[src/rtl/sdd_pkg.sv]
// Shared sizing helpers and input-mapping constants for the sigma-delta CIC decimator.
package sdd_pkg;

    // Integrator/comb width that holds the full CIC gain DECIM^ORDER with sign headroom.
    function automatic int unsigned acc_width(input int unsigned decim, input int unsigned order);
        return order * $clog2(decim) + 2;
    endfunction

    function automatic int unsigned out_shift(input int unsigned decim, input int unsigned order,
                                              input int unsigned out_width);
        return order * $clog2(decim) - (out_width - 1);
    endfunction

    localparam int BIT_POS = 1;
    localparam int BIT_NEG = -1;

endpackage

[src/rtl/cic_comb_stage.sv]
// One CIC comb section: o_y = i_x - previous i_x, with the delay captured only on enable.
module cic_comb_stage #(
    parameter int unsigned WIDTH = 20
) (
    input  logic             i_clk,
    input  logic             i_rst_n,
    input  logic             i_en,
    input  logic [WIDTH-1:0] i_x,
    output logic [WIDTH-1:0] o_y
);

    logic [WIDTH-1:0] r_dly;

    always_ff @(posedge i_clk or negedge i_rst_n) begin
        if (!i_rst_n) begin
            r_dly <= '0;
        end else if (i_en) begin
            r_dly <= i_x;
        end
    end

    assign o_y = i_x - r_dly;

endmodule

[src/rtl/sigma_delta_decimator.sv]
// Third-order CIC decimator: 1-bit sigma-delta stream in, saturated signed PCM out at 1/DECIM rate.
module sigma_delta_decimator
    import sdd_pkg::*;
#(
    parameter int unsigned DECIM     = 64,
    parameter int unsigned ORDER     = 3,
    parameter int unsigned OUT_WIDTH = 16
) (
    input  logic                        clk,
    input  logic                        reset,
    input  logic                        clk_enable,
    input  logic                        input_bit,
    output logic signed [OUT_WIDTH-1:0] output_data,
    output logic                        ce_out
);

    localparam int unsigned ACC_W = acc_width(DECIM, ORDER);
    localparam int unsigned SH    = out_shift(DECIM, ORDER, OUT_WIDTH);
    localparam int unsigned CNT_W = $clog2(DECIM);
    localparam int unsigned SHD_W = ACC_W - SH;

    localparam logic signed [SHD_W-1:0] SAT_HI = SHD_W'((longint'(1) <<< (OUT_WIDTH - 1)) - 1);
    localparam logic signed [SHD_W-1:0] SAT_LO = SHD_W'(-(longint'(1) <<< (OUT_WIDTH - 1)));

    logic [ACC_W-1:0]               w_x;
    logic [ACC_W-1:0]               r_integ [ORDER];
    logic [CNT_W-1:0]               r_cnt;
    logic                           w_tick;
    logic [ACC_W-1:0]               w_comb  [ORDER+1];
    logic signed [ACC_W-1:0]        w_cic;
    logic signed [SHD_W-1:0]        w_shifted;
    logic signed [OUT_WIDTH-1:0]    w_sat;
    logic signed [OUT_WIDTH-1:0]    r_out;
    logic                           r_ce;

    assign w_x = input_bit ? ACC_W'(BIT_POS) : ACC_W'(BIT_NEG);

    // Pipelined integrators: every stage adds the previous stage's pre-update value.
    always_ff @(posedge clk or negedge reset) begin
        if (!reset) begin
            for (int unsigned k = 0; k < ORDER; k++) begin
                r_integ[k] <= '0;
            end
        end else if (clk_enable) begin
            r_integ[0] <= r_integ[0] + w_x;
            for (int unsigned k = 1; k < ORDER; k++) begin
                r_integ[k] <= r_integ[k] + r_integ[k-1];
            end
        end
    end

    always_ff @(posedge clk or negedge reset) begin
        if (!reset) begin
            r_cnt <= '0;
        end else if (clk_enable) begin
            r_cnt <= r_cnt + CNT_W'(1);
        end
    end

    assign w_tick = clk_enable && (r_cnt == CNT_W'(DECIM - 1));

    assign w_comb[0] = r_integ[ORDER-1];

    for (genvar g = 0; g < ORDER; g++) begin : g_comb
        cic_comb_stage #(
            .WIDTH (ACC_W)
        ) u_comb (
            .i_clk   (clk),
            .i_rst_n (reset),
            .i_en    (w_tick),
            .i_x     (w_comb[g]),
            .o_y     (w_comb[g+1])
        );
    end

    assign w_cic     = w_comb[ORDER];
    assign w_shifted = SHD_W'(w_cic >>> SH);

    // With a +/-1 input only +full scale can exceed the range; both bounds kept for safety.
    always_comb begin
        w_sat = w_shifted[OUT_WIDTH-1:0];
        if (w_shifted > SAT_HI) begin
            w_sat = {1'b0, {(OUT_WIDTH-1){1'b1}}};
        end else if (w_shifted < SAT_LO) begin
            w_sat = {1'b1, {(OUT_WIDTH-1){1'b0}}};
        end
    end

    always_ff @(posedge clk or negedge reset) begin
        if (!reset) begin
            r_out <= '0;
            r_ce  <= 1'b0;
        end else begin
            r_ce <= w_tick;
            if (w_tick) begin
                r_out <= w_sat;
            end
        end
    end

    assign output_data = r_out;
    assign ce_out      = r_ce;

endmodule

[config.mk]
export PLATFORM = sky130hd
export DESIGN_NAME = sigma_delta_decimator
export DESIGN_NICKNAME = d
export VERILOG_FILES = /design/src/rtl/sdd_pkg.sv /design/src/rtl/cic_comb_stage.sv /design/src/rtl/sigma_delta_decimator.sv
export SDC_FILE = /design/constraint.sdc
export NUM_CORES = 1
export LEC_CHECK = 0
export BUFFER_PORTS_ARGS = -buffer_cell sky130_fd_sc_hd__buf_2
export CORE_MARGIN = 2
export CORE_UTILIZATION = 35
export CTS_CLUSTER_DIAMETER = 120
export DETAILED_ROUTE_END_ITERATION = 10
export PLACE_DENSITY_LB_ADDON = 0.25
export SETUP_SLACK_MARGIN = 0.05
export SYNTH_ARGS = -nofsm -noshare
export SYNTH_HDL_FRONTEND = slang
export SYNTH_HIERARCHICAL = 1
export SYNTH_SLANG_ARGS = --single-unit
[constraint.sdc]
create_clock -name clk -period 10 [get_ports clk]
set_input_delay 2 -clock clk [delete_from_list [all_inputs] [get_ports clk]]
set_output_delay 2 -clock clk [all_outputs]
set_load 0.005 [all_outputs]
==> results.py <==
metrics = {
    "synth": {
        "netlist_instances": 1220,
        "netlist_area_sq_um": 10900,
        "ys_warn_count": 6,
        "synth_area_per_cell_sq_um": 8.97,
        "syn_nets": 1344,
    },
    "clock_network": {
        "tritoncts.num_buffers": 17,
        "cts_tree": "yes",
        "clk_latency_ns": 0.42,
        "cts_root_buffer": "clkbuf_16",
        "cts.reportedPaths.clkPinSlew_ns": 0.06,
        "cts_setup_buffers": 0,
        "clock-sinks": 143,
        "cts-htree-levels": 4,
        "cts_resized": 0,
        "cts_buffer_depth": 2,
        "cts_hold_buffers": 0,
    },
    "global_route": {
        "met3_usage_pct": 2.20,
        "grt_pass1_vias": 8282,
        "grt_overflow": 0,
        "grt-busiest-layer": "met2",
        "antenna_found_initial": 0,
        "grt_pass1_wl_mm": 38.7,
        "use_met1_pct": 17.9,
        "use_met2_pct": 24.2,
        "grt_max_degree": 90,
        "track_usage_pct": 13.9,
    },
    "sta": {
        "worstMarginPinSlew_ns": 0.893,
        "setup_viol": 0,
        "period_needed_ns": 5.64,
        "fin_tns_setup_ns": 0,
        "period_share_pct": 56.4,
        "fin_skew_ns": 0.0122,
        "finalHoldViolations": 0,
        "relSlewSlack_pct": 40.5,
        "rsz0062_at_grt": "false",
        "maxSlewViolCount": 0,
        "fmax_mhz": 177,
    },
    "worst_setup_path": {
        "critical-path-slowest-cell": "ha_1",
        "max_stage_delay_ns": 0.40,
        "crit_chain": "inv_1 -> ha_1 -> fa_1 -> nand2b_1 -> a21oi_1 -> nor2b_1 -> xnor2_1 -> ha_1 -> a21oi_1 -> a211oi_1 -> o21ai_1 -> o211ai_1 -> a31oi_1 -> xnor2_1 -> ha_1 -> nand2_1 -> or3_4 -> o21a_1 -> o211ai_2 -> a31oi_1 -> xnor2_1 -> buf_4 -> maj3_1 -> mux2_2",
        "setup.worst_path.class": "flip-flop to flip-flop",
        "cp-start-kind": "flip-flop",
        "endpoint_kind": "flip-flop",
        "critPathRequiredTime_ns": 10.30,
        "crit_fanout": 15,
        "cp.arrival_ns": 5.94,
    },
    "floorplan": {
        "ioPinCount": 21,
        "dieWidth_microns": 181,
        "core_area_sq_um": 30700,
        "start_util_pct": 35.7,
        "rows": 64,
        "die_y_microns": 181,
        "dieArea_sq_um": 32700,
    },
    "hold_path": {
        "min_path_type": "flip-flop to flip-flop",
    },
    "finish": {
        "syn_to_final_growth_pct": 9.47,
        "final_util_pct": 39.1,
        "fin_nets": 1352,
        "num_antenna_cells": 0,
        "drive_gt1_share_pct": 11.0,
    },
    "place": {
        "globalplace.congestion": 0.855,
        "place_hpwl_mm": 16.1,
        "numPortBuffers": 20,
    },
    "detailed_routing": {
        "drcViolationCount": 0,
        "firstDrtPassIters": 4,
        "num_vias": 8406,
        "detail-route-antenna-nets": 0,
        "post_drt_wl_per_cell_microns": 13.3,
        "wl_mm": 21.7,
        "first_iter_violations": 460,
        "via_per_inst": 5.14,
    },
    "outcome": {
        "status": "finished clean",
    },
    "run": {
        "max_cap_violations": 0,
    },
}
==> cell type report <==
type                    instances  area (sq um)
fillers                      3096         18700
multi-input cells             958          6900
flip-flops and latches        143          3580
well taps                     396           495
clock buffers                  20           437
inverters                      82           308
repair buffers                 26           151
clock inverters                12           110
==> critical path: cells and delay by family, from the launching register on <==
| kind | cells | cell delay [ns] |
|---|---|---|
| compound gates | 9 | 1.67 |
| xor+xnor | 3 | 0.42 |
| fa+ha+maj | 5 | 1.74 |
| buf+inv | 2 | 0.25 |
| flops | 1 | 0.39 |
| mux | 1 | 0.27 |
| simple gates | 4 | 0.75 |
==> cells in the final DEF, fill, tap and decap left out, drive strengths merged, types with 15 or more instances in the layout <==
cell type	instances
a21o	27
ha	114
nand3	21
clkbuf	20
buf	26
xnor2	66
o21ai	117
inv	85
o211ai	23
dfrtp	143
nand2b	23
xor2	39
nand2	150
nor2	48
maj3	15
a31oi	20
a21oi	113
mux2	55
==> metrics by stage <==
stage / setup WS [ns] / area [sq um] / std cells / hold slack, ns
after CTS: 4.34 / 12000 / 1637 / 0.474
after global placement: 4.48 / 11400 / 1605 / 0.464
after floorplan: 4.81 / 10900 / 1220 / 0.442
after global routing: 3.95 / 12000 / 1637 / 0.494
final: 4.36 / 12000 / 1637 / 0.472
after detailed placement: 4.35 / 11400 / 1605 / 0.466
==> per-layer routing <==
metal | wire length, microns | vias up
met2 | 10300 | 70
met5 | 0 | -
met3 | 402 | 24
met4 | 320 | 0
li1 | - | 4336
met1 | 10700 | 3976
==> sequential cells by signal (all words and copies together) (netlist names) <==
register             flops
ce_out                   1
r_cnt                    6
r_integ                 60
g_comb.u_comb/r_dly     60
output_data             16
==> worst paths after layout <==
| check | from | to | slack [ns] | cells past startpoint |
|---|---|---|---|---|
| setup / recovery | r_integ[0] | output_data[11] | 4.36 | 24 |
| hold / removal | r_cnt[5] | r_cnt[5] | 0.47 | 1 |
| setup reg to reg | r_integ[0] | output_data[11] | 4.36 | 24 |
| hold reg to reg | r_cnt[5] | r_cnt[5] | 0.47 | 1 |
| max in group asynchronous | reset | g_comb[0].u_comb/r_dly[7] | 7.06 | 2 |
| min in group asynchronous | reset | ce_out | 1.57 | 1 |
Power is not shown: default switching activity piles up to over one toggle a cycle in this logic, so the estimate is an artifact.
